File: src/rtl/ndro_pulse_sequencer_if.sv
// Command handshake between a command source and the NDRO pulse sequencer.
// cmd_op: 01=ON, 10=OFF, 11=SIG, 00=NOP.
interface ndro_pulse_sequencer_if;
    logic       cmd_valid;
    logic [1:0] cmd_op;
    logic       cmd_ready;

    modport master (
        output cmd_valid,
        output cmd_op,
        input  cmd_ready
    );

    modport slave (
        input  cmd_valid,
        input  cmd_op,
        output cmd_ready
    );
endinterface

File: src/rtl/ndro_pulse_sequencer.sv
// Queues ON/OFF/SIG commands and releases them as spaced pulses to an NDRO cell,
// while modelling the cell to emit expected out/dout strobes at cell latency.
module ndro_pulse_sequencer #(
    parameter int DEPTH       = 4,
    parameter int PULSE_W     = 2,
    parameter int GAP_ON_SIG  = 17,
    parameter int GAP_ON_OFF  = 16,
    parameter int GAP_OFF_SIG = 5,
    parameter int LAT_OUT     = 12,
    parameter int LAT_DOUT    = 10
) (
    input  logic                   clk,
    input  logic                   rst_n,
    ndro_pulse_sequencer_if.slave  cmd,
    output logic                   on,
    output logic                   off,
    output logic                   sig,
    output logic                   busy,
    output logic                   exp_out_valid,
    output logic                   exp_out,
    output logic                   exp_dout_valid,
    output logic                   exp_dout
);
    localparam int AW      = $clog2(DEPTH);
    localparam int PW_W    = $clog2(PULSE_W + 1);
    localparam int MIN_GAP = PULSE_W + 1;
    localparam int E_OS    = (GAP_ON_SIG > MIN_GAP) ? GAP_ON_SIG : MIN_GAP;
    localparam int E_OO    = (GAP_ON_OFF > MIN_GAP) ? GAP_ON_OFF : MIN_GAP;
    localparam int E_FS    = (GAP_OFF_SIG > MIN_GAP) ? GAP_OFF_SIG : MIN_GAP;
    localparam int MAX_A   = (E_OS > E_OO) ? E_OS : E_OO;
    localparam int MAX_GAP = (MAX_A > E_FS) ? MAX_A : E_FS;
    localparam logic [AW:0] FULL = (AW + 1)'(DEPTH);

    typedef enum logic [1:0] {
        OP_NONE = 2'b00,
        OP_ON   = 2'b01,
        OP_OFF  = 2'b10,
        OP_SIG  = 2'b11
    } op_t;

    typedef enum logic [1:0] {
        S_IDLE,
        S_WAIT,
        S_PULSE
    } state_t;

    op_t           mem [DEPTH];
    logic [AW-1:0] wptr, rptr;
    logic [AW:0]   count;
    logic          push, pop, empty;
    op_t           head;

    state_t          state, state_n;
    op_t             cur_op, last_op;
    logic [7:0]      cnt;
    logic [PW_W-1:0] pw_cnt;
    logic            model;
    logic            fire, gap_ok;

    logic [LAT_OUT-1:0]  out_v, out_d;
    logic [LAT_DOUT-1:0] dout_v, dout_d;

    // Same-op pairs fall through to the minimum pulse-plus-one spacing.
    function automatic logic [8:0] eff_gap(op_t a, op_t b);
        logic [8:0] g;
        g = 9'(MIN_GAP);
        if (a == OP_NONE) begin
            g = '0;
        end else if (a != b) begin
            if (a != OP_OFF && b != OP_OFF)
                g = 9'(E_OS);
            else if (a != OP_SIG && b != OP_SIG)
                g = 9'(E_OO);
            else
                g = 9'(E_FS);
        end
        return g;
    endfunction

    assign empty         = (count == '0);
    assign head          = mem[rptr];
    assign cmd.cmd_ready = (count != FULL);
    assign push = cmd.cmd_valid && cmd.cmd_ready && (cmd.cmd_op != 2'b00);
    assign pop  = fire;

    always_ff @(posedge clk or negedge rst_n) begin
        if (!rst_n) begin
            wptr  <= '0;
            rptr  <= '0;
            count <= '0;
            for (int i = 0; i < DEPTH; i++)
                mem[i] <= OP_NONE;
        end else begin
            if (push) begin
                mem[wptr] <= op_t'(cmd.cmd_op);
                wptr      <= wptr + 1'b1;
            end
            if (pop)
                rptr <= rptr + 1'b1;
            count <= count + (AW + 1)'(push) - (AW + 1)'(pop);
        end
    end

    // cnt is registered, so cnt+1 here equals elapsed cycles at the next rise.
    assign gap_ok = ({1'b0, cnt} + 9'd1) >= eff_gap(last_op, head);

    always_comb begin
        state_n = state;
        fire    = 1'b0;
        unique case (state)
            S_IDLE, S_WAIT: begin
                if (empty) begin
                    state_n = S_IDLE;
                end else if (gap_ok) begin
                    state_n = S_PULSE;
                    fire    = 1'b1;
                end else begin
                    state_n = S_WAIT;
                end
            end
            S_PULSE: begin
                if (pw_cnt == PW_W'(PULSE_W - 1))
                    state_n = empty ? S_IDLE : S_WAIT;
            end
            default: state_n = S_IDLE;
        endcase
    end

    always_ff @(posedge clk or negedge rst_n) begin
        if (!rst_n) begin
            state   <= S_IDLE;
            cur_op  <= OP_NONE;
            last_op <= OP_NONE;
            cnt     <= 8'hff;
            pw_cnt  <= '0;
            model   <= 1'b0;
        end else begin
            state <= state_n;
            if (fire) begin
                cur_op  <= head;
                last_op <= head;
                cnt     <= '0;
                pw_cnt  <= '0;
                if (head == OP_ON)
                    model <= 1'b1;
                else if (head == OP_OFF)
                    model <= 1'b0;
            end else begin
                if (cnt != 8'hff)
                    cnt <= cnt + 8'd1;
                if (state == S_PULSE)
                    pw_cnt <= pw_cnt + 1'b1;
            end
        end
    end

    assign on   = (state == S_PULSE) && (cur_op == OP_ON);
    assign off  = (state == S_PULSE) && (cur_op == OP_OFF);
    assign sig  = (state == S_PULSE) && (cur_op == OP_SIG);
    assign busy = !empty || (state != S_IDLE) || (cnt < 8'(MAX_GAP));

    // Shift pipelines keep every in-flight sample; model is pre-update here.
    always_ff @(posedge clk or negedge rst_n) begin
        if (!rst_n) begin
            out_v          <= '0;
            out_d          <= '0;
            dout_v         <= '0;
            dout_d         <= '0;
            exp_out_valid  <= 1'b0;
            exp_out        <= 1'b0;
            exp_dout_valid <= 1'b0;
            exp_dout       <= 1'b0;
        end else begin
            out_v  <= (out_v << 1) | LAT_OUT'(fire && head == OP_SIG);
            out_d  <= (out_d << 1) | LAT_OUT'(model);
            dout_v <= (dout_v << 1) | LAT_DOUT'(fire && head == OP_OFF);
            dout_d <= (dout_d << 1) | LAT_DOUT'(model);
            exp_out_valid  <= out_v[LAT_OUT-1];
            exp_dout_valid <= dout_v[LAT_DOUT-1];
            if (out_v[LAT_OUT-1])
                exp_out <= out_d[LAT_OUT-1];
            if (dout_v[LAT_DOUT-1])
                exp_dout <= dout_d[LAT_DOUT-1];
        end
    end
endmodule
File: src/flat_wrapper.sv
// flat-port wrapper written by rule: the top's interface ports become plain ports
module ndro_pulse_sequencer_flat 
#(
    parameter int DEPTH       = 4,
    parameter int PULSE_W     = 2,
    parameter int GAP_ON_SIG  = 17,
    parameter int GAP_ON_OFF  = 16,
    parameter int GAP_OFF_SIG = 5,
    parameter int LAT_OUT     = 12,
    parameter int LAT_DOUT    = 10
)
  (clk, rst_n, on, off, sig, busy, exp_out_valid, exp_out, exp_dout_valid, exp_dout, cmd_cmd_valid, cmd_cmd_op, cmd_cmd_ready);
  ndro_pulse_sequencer_if cmd_i ();
  input  logic clk;
  input  logic rst_n;
  output logic on;
  output logic off;
  output logic sig;
  output logic busy;
  output logic exp_out_valid;
  output logic exp_out;
  output logic exp_dout_valid;
  output logic exp_dout;
  input wire logic [$bits(cmd_i.cmd_valid)-1:0] cmd_cmd_valid;
  input wire logic [$bits(cmd_i.cmd_op)-1:0] cmd_cmd_op;
  output wire logic [$bits(cmd_i.cmd_ready)-1:0] cmd_cmd_ready;
  assign cmd_i.cmd_valid = cmd_cmd_valid;
  assign cmd_i.cmd_op = cmd_cmd_op;
  assign cmd_cmd_ready = cmd_i.cmd_ready;
  ndro_pulse_sequencer #(.DEPTH(DEPTH), .PULSE_W(PULSE_W), .GAP_ON_SIG(GAP_ON_SIG), .GAP_ON_OFF(GAP_ON_OFF), .GAP_OFF_SIG(GAP_OFF_SIG), .LAT_OUT(LAT_OUT), .LAT_DOUT(LAT_DOUT)) u_core (.clk(clk), .rst_n(rst_n), .cmd(cmd_i), .on(on), .off(off), .sig(sig), .busy(busy), .exp_out_valid(exp_out_valid), .exp_out(exp_out), .exp_dout_valid(exp_dout_valid), .exp_dout(exp_dout));
endmodule
File: config.mk
export PLATFORM = sky130hd
export DESIGN_NAME = ndro_pulse_sequencer_flat
export DESIGN_NICKNAME = d
export VERILOG_FILES = /design/src/rtl/ndro_pulse_sequencer_if.sv /design/src/rtl/ndro_pulse_sequencer.sv /design/src/flat_wrapper.sv
export SDC_FILE = /design/constraint.sdc
export NUM_CORES = 1
export LEC_CHECK = 0
export BUFFER_PORTS_ARGS = -buffer_cell sky130_fd_sc_hd__buf_2
export CELL_PAD_IN_SITES_DETAIL_PLACEMENT = 0
export CELL_PAD_IN_SITES_GLOBAL_PLACEMENT = 1
export CORE_ASPECT_RATIO = 1.5
export CORE_MARGIN = 5
export CORE_UTILIZATION = 35
export CTS_CLUSTER_DIAMETER = 40
export CTS_CLUSTER_SIZE = 30
export DETAILED_ROUTE_END_ITERATION = 16
export GPL_TIMING_DRIVEN = 0
export PLACE_DENSITY_LB_ADDON = 0.25
export SYNTH_ARGS = -nofsm -noshare
export SYNTH_HDL_FRONTEND = slang
export SYNTH_SLANG_ARGS = --single-unit
File: constraint.sdc
create_clock -name clk -period 6.2 [get_ports clk]
set_clock_uncertainty 0.15 [all_clocks]
set_input_delay 1.24 -clock clk [delete_from_list [all_inputs] [get_ports clk]]
set_output_delay 1.24 -clock clk [all_outputs]
set_load 0.005 [all_outputs]
==> impl_results.md, run 1 <==
- Status: completed
- Cts repair resizes: 0
- Leakage: 1.57 nW
- DRT antenna net count: 0
- Yosys top cell by area: dfrtp_1
- Core Area: 8060 sq um
- Psw: 0.762 mW
- Initial Utilization: 0.358
- Post-Route Utilization: 0.421
- Crit Path Class: reg -> reg
- N_diodes: 0
- Netlist cell types: 48
- Final period utilization: 0.729
- Clk sink count: 68
- Warnings from Yosys: 0
- Synth Area in Compound Gates: 0.0923
- CTS Root Cell: clkbuf_16
- Avg Cell Area, Syn: around 13 sq um
- Setup TNS: 0 ns
- Vias per std cell: just under 5
- Setup-failing EPs final: 0
- Switch share: 0.364
- Most area-consuming cells after synthesis: dfrtp_1 52%, dfstp_2 7.3%, ha_1 6.9%, mux2_2 4.3%, xnor2_1 2.1%
- Register bit total from synthesis: 68
- Post-route cell area: 3390 sq um
- WL per Instance: between 10 and 15 um
- Number of setup buffers added after CTS: 0
- Critical Path Source Type: flop
- Met3 Use GR: 0.0374
- Post-Route WL: 4.99 mm
- RSZ-0062 raised after global routing: no
- Fmax: about 220 MHz
- Clock Latency Late Sink: 0.33 ns
- Most frequent CP cell: ha_1
- Req. time, crit path: 6.26 ns
- Routed via count: about 1700
- Fraction of layout cells with a size suffix above 1: 0.251
- Final min period: 4.52 ns
- Worst setup margin: 1.68 ns
- IR Drop Worst-Case VDD: 0.000364 V
- Initial antenna violation count: 0
- Area grow syn2layout: 17.6%
- CTS tree: yes
- Post-synth top area share: 0.520
- Worst min path class: reg -> reg
- # rows: 40
- Most frequent cell after synthesis: dfrtp_1
- Hpwl dp: 3.50 mm
- CTS H-tree lvls: 3
- Total grt overflow: 0
- Clock share of power: 0.247
- First-pass GRT wire length: 8.58 mm
- Seq pwr share: 0.337
- DIE WIDTH: approximately 84 um
- Syn Inst Count: ~230
- CP Capture Type: flop
- Port-buffer cells: 13
- Largest family of logic cells by synthesized area: simple AND/OR/NAND/NOR gates
- Gr usage total: 0.109
- Async SR Flop Fraction: 1.00
- Pwr per Cell Area: 618 nW/um^2
- Adder-Cell Fraction of Synth Area: 0.0763
- Relative slew slack: 0.441
- # IOs: 14
- DRC: 0
- Top cells by count, synth: 60 x dfrtp_1, 16 x ha_1, 15 x nor2_1
- Post-synthesis net count: 248
- Die Ht: 121 um
- TritonRoute pass-1 iters: 4
- WP data arrival: roughly 4.6 ns
- Largest net degree at the start of global routing: 69
- Buf+Inv Stages, Crit Path: 3
- Crit path cell chain: mux4_2 > ha_1 > a21o_1 > a32oi_1 > o211ai_1 > ha_1 > nor2_1 > a21oi_1 > a22o_1 > o21ai_4 > inv_2 > buf_6 > ha_1 > inv_1 > ha_1 > fa_1 > xnor2_1
- 1st-iter DRT viols: 88
- Pre-CTS WS: 1.70 ns
- Placed Area: 3090 sq um
- Final std cells w/o fill: 360
- Crit-path max FO: 10
- DP Cell Count: 344
- GR Layer Usage met2: 0.173
- Final hold violations: 0
- Top Usage Layer GRT: met2
- Hold Buf Count CTS: 0
- Vias in the first global route: ~1700
- Tot Pwr: 2.10 mW
- CTS buffer count: 9
- Post-synth EDFFs: 0
- Mux contribution to synthesized area: 0.0724
- Placer congestion estimate: 0.764
- CP top delay family: adder cells
- Internal: 1.33 mW
- Clock-pin slew of the registers on the worst-case setup and hold paths: 0.06 ns
- Post-Synth XOR/XNOR Area: 0.0303
- Layout Nets: 272
- Top_reg_cell synth: dfrtp_1
- Max Slew Vio Count: 0
- WHS: 0.194 ns
- Met1 Usage GRT: 0.132
- Synth Cell Area: 2890 sq um
- CP max stage delay: roughly 0.65 ns
- CTS Buffer Depth: 2
- Comb pwr share: 0.416
- Register area share after synthesis: 0.593
- CP max stage cell: mux4_2
- Synth Area in Simple Gates: 0.103
- Die area: 10200 sq um
- Max-cap violations: 0
- Worst-Margin Slew: 0.838 ns
[final timing paths]
path                            startpoint  slack, ns              end  cells past startpoint
min                        u_core.out_d[3]       0.19  u_core.out_d[4]                      0
max                         u_core.rptr[0]       1.68  u_core.count[2]                     17
min in group asynchronous            rst_n       0.85   u_core.wptr[0]                      1
max in group asynchronous            rst_n       4.48  u_core.out_d[3]                      1
max reg2reg                 u_core.rptr[0]       1.68  u_core.count[2]                     17
min reg2reg                u_core.out_d[3]       0.19  u_core.out_d[4]                      0
[worst reg2reg max path, cell delays in order, from the launching register on]
cell and delay, ns:
dfrtp_1 0.46, mux4_2 0.65, ha_1 0.32, a21o_1 0.18
a32oi_1 0.18, o211ai_1 0.13, ha_1 0.36, nor2_1 0.12
a21oi_1 0.08, a22o_1 0.31, o21ai_4 0.23, inv_2 0.10
buf_6 0.16, ha_1 0.28, inv_1 0.04, ha_1 0.18
fa_1 0.38, xnor2_1 0.14
[per-layer routing]
layer  share of wire  wire length (um)
met5               0                 0
met4           0.033               164
met3           0.031               157
met2            0.49              2460
met1            0.44              2210
[cell families after synthesis]
family          count (synthesis)
simple gates                   55
flops                          68
compound gates                 39
buf+inv                        21
xor+xnor                       10
fa+ha+maj                      17
mux                            16
[flip-flops by register name (all words and copies together) (netlist names), 3 cells and up]
register       flops
u_core.mem         8
u_core.dout_v     10
u_core.out_d      12
u_core.count       3
u_core.out_v      12
u_core.cnt         8
[area by class of cell]
class	count	area (sq um)
fillers	776	4660
flip-flops and latches	68	1710
multi-input cells	137	1080
clock buffers	9	225
well taps	105	131
clock inverters	7	82.6
repair buffers	13	67.6
inverters	14	52.6
plain buffers	7	42.5
[placed cells by master, fill, tap and decap left out, types with 2 or more instances in the layout]
cell type and count:
a21oi_1 12, a31oi_1 3, a32oi_1 2, and2_1 2
and3_1 2, buf_2 13, buf_6 2, clkbuf_1 4
clkbuf_16 9, clkinvlp_4 2, dfrtp_1 60, dfstp_2 8
ha_1 16, inv_1 13, inv_6 3, mux2_2 11
mux2_4 2, mux4_2 2, nand2_1 13, nand2b_1 5
nand3_1 4, nor2_1 15, nor2b_1 3, nor3_1 3
o211ai_1 3, o21ai_0 7, xnor2_1 7, xor2_1 3
[power groups by stage]
| stage | Clock [mW] | Sequential [mW] | Combinational, mW |
|---|---|---|---|
| global route | 0.556 | 0.731 | 0.995 |
| finish | 0.517 | 0.706 | 0.873 |
| floorplan | 0 | 0.691 | 0.688 |
| detailed placement | 0 | 0.715 | 0.891 |
| global placement | 0 | 0.714 | 0.877 |
| CTS | 0.534 | 0.710 | 0.893 |
Power figures use the tool's default switching activity.
==> inputs of run 2 (changes only) <==
clock period = 4.6 ns   (was 6.2 ns; I/O delays follow)
==> run 2 against run 1 <==
  * Sequential power is 35% higher
  * Register-to-register slack worse by 1.4 ns
  * First-iteration DRC count is 3.4% lower
  * Critical endpoint unchanged
  * Via count is 0.12% lower
  * Combinational power is 40% higher
  * Utilization is 0.33 points higher
  * Critical path type unchanged
  * Power is 37% higher
  * Setup slack worse by 1.4 ns
  * Flip-flop and latch count stayed put
==> impl_results.md, run 2 (same netlist as run 1, synthesis figures left out) <==
- Initial Utilization: 0.358
- Total grt overflow: 0
- Worst-Margin Slew: around 0.84 ns
- R2R Path Start: u_core.rptr[0]
- # IOs: 14
- Relative slew slack: 0.441
- Crit-path max FO: 10
- Fmax: 232 MHz
- N_diodes: 0
- Status: completed
- Die area: 10200 sq um
- FF-to-FF path depth: 17
- TritonRoute pass-1 iters: 4
- Area grow syn2layout: 18.5%
- WP data arrival: 4.37 ns
- Initial antenna violation count: 0
- Pwr per Cell Area: 838 nW/um^2
- Clk sink count: 68
- Fraction of layout cells with a size suffix above 1: 0.267
- Port-buffer cells: 13
- Core Area: 8060 sq um
- CTS buffer count: 9
- DIE WIDTH: about 84 um
- Commonest non-fill, non-tap cell in the layout: dfrtp_1
- First-pass GRT wire length: 8.58 mm
- DRC: 0
- CTS H-tree lvls: 3
- Die Ht: 121 um
- Most frequent cells in the layout: 59 x dfrtp_1, 15 x nor2_1, 15 x ha_1
- Hold_sp: u_core.out_d[3]
- Leakage: ~1.6 nW
- Critical Path Source Type: flop
- RSZ-0062 raised after global routing: no
- CP startpoint: u_core.rptr[0]
- CTS tree: yes
- Clock Latency Late Sink: 0.33 ns
- Max-cap violations: 0
- Routed via count: 1730
- Setup TNS: 0 ns
- # rows: 40
- Layout Nets: 275
- Largest net degree at the start of global routing: 69
- Placer congestion estimate: about 0.76
- Tot Pwr: about 2.9 mW
- CTS Root Cell: clkbuf_16
- Final period utilization: 0.936
- Vias per std cell: ~4.8
- Crit Path Class: reg -> reg
- DRT antenna net count: 0
- Hold Buf Count CTS: 0
- CP Capture Type: flop
- Gr usage total: 0.109
- IR Drop Worst-Case VDD: 0.000493 V
- Final min period: 4.30 ns
- Req. time, crit path: 4.66 ns
- Hpwl dp: 3.50 mm
- Vias in the first global route: 1739
- Post-Route Utilization: 0.424
- Post-Route WL: 5.00 mm
- Worst setup path end: u_core.count[2]
- Clock-pin slew of the registers on the worst-case setup and hold paths: roughly 0.060 ns
- WL per Instance: about 14 um
- Final hold violations: 0
- Setup-failing EPs final: 0
- Flop2flop setup slack: 0.30 ns
- Max Slew Vio Count: 0
- Worst r2r dst: u_core.count[2]
- Biggest regs: u_core.out_d x12, u_core.out_v x12, u_core.dout_v x10
- Worst min path class: reg -> reg
- 1st-iter DRT viols: 85
- CTS Buffer Depth: 2
- Fillers: 775
run 2: cell count changes in the layout (fill, tap and decap cells not counted):
| cell | change |
|---|---|
| dfrtp_2 | +1 |
| ha_1 | -1 |
| buf_4 | +3 |
| ha_2 | +1 |
| dfrtp_1 | -1 |
run 2: routing by layer:
layer / vias to the layer above / track usage / share of wire
li1: 833 / - / -
met1: 864 / 0.132 / 0.44
met2: 22 / 0.173 / 0.49
met3: 11 / 0.0374 / 0.031
met4: 0 / 0.0563 / 0.033
met5: - / 0 / 0
run 2: critical path, stage by stage, from the launching register on:
cell and delay, ns:
dfrtp_2 0.42, mux4_2 0.55, buf_4 0.18, ha_1 0.24, a32oi_1 0.16, o211ai_1 0.12
ha_1 0.35, nor2_1 0.12, a21oi_1 0.08, a22o_1 0.31, o21ai_4 0.23, inv_2 0.10
buf_6 0.16, ha_1 0.27, inv_1 0.04, ha_1 0.18, fa_1 0.38, xnor2_1 0.14
run 2: final cells by class:
class	instances	area, sq um	area share
buffer	7	42.5	0.0124
clock inverter	7	82.6	0.0241
timing repair buffer	16	90.1	0.0263
sequential	68	1710	0.501
multi-input combinational	137	1080	0.317
clock buffer	9	225	0.0659
tap	105	131	0.0384
inverter	14	52.6	0.0154
run 2: timing repair:
item | 4_1_cts | 5_1_grt
endpoints found under the setup margin | 0 | 2
gates resized for setup | 0 | 2
buffers inserted | 0 | 3
run 2: report_power, final:
part	leakage, nW	internal, mW	switching [mW]	total [mW]
Combinational	0.574	0.567	0.648	1.22
Sequential	0.860	0.837	0.116	0.953
Clock	0.145	0.429	0.268	0.697
Total	1.58	1.83	1.03	2.87
run 2: how the worst min path moves through the flow:
stage	endpoint	slack, ns	depth (start not counted)
finish	u_core.out_d[4]	0.19	0
floorplan	u_core.dout_v[1]	0.18	0
CTS	u_core.out_d[4]	0.19	0
global placement	u_core.dout_v[2]	0.18	0
global route	u_core.out_d[4]	0.20	0
detailed placement	u_core.out_v[4]	0.18	0
run 2: per-stage QoR:
stage	worst slack (ns)	area (sq um)	cells	hold WS, ns
2_1_floorplan	0.518	2890	226	0.181
3_3_place_gp	0.101	3080	344	0.185
3_5_place_dp	0.0988	3090	344	0.185
4_1_cts	0.0915	3390	360	0.194
5_1_grt	0.0129	3420	363	0.198
6_report	0.295	3420	363	0.194
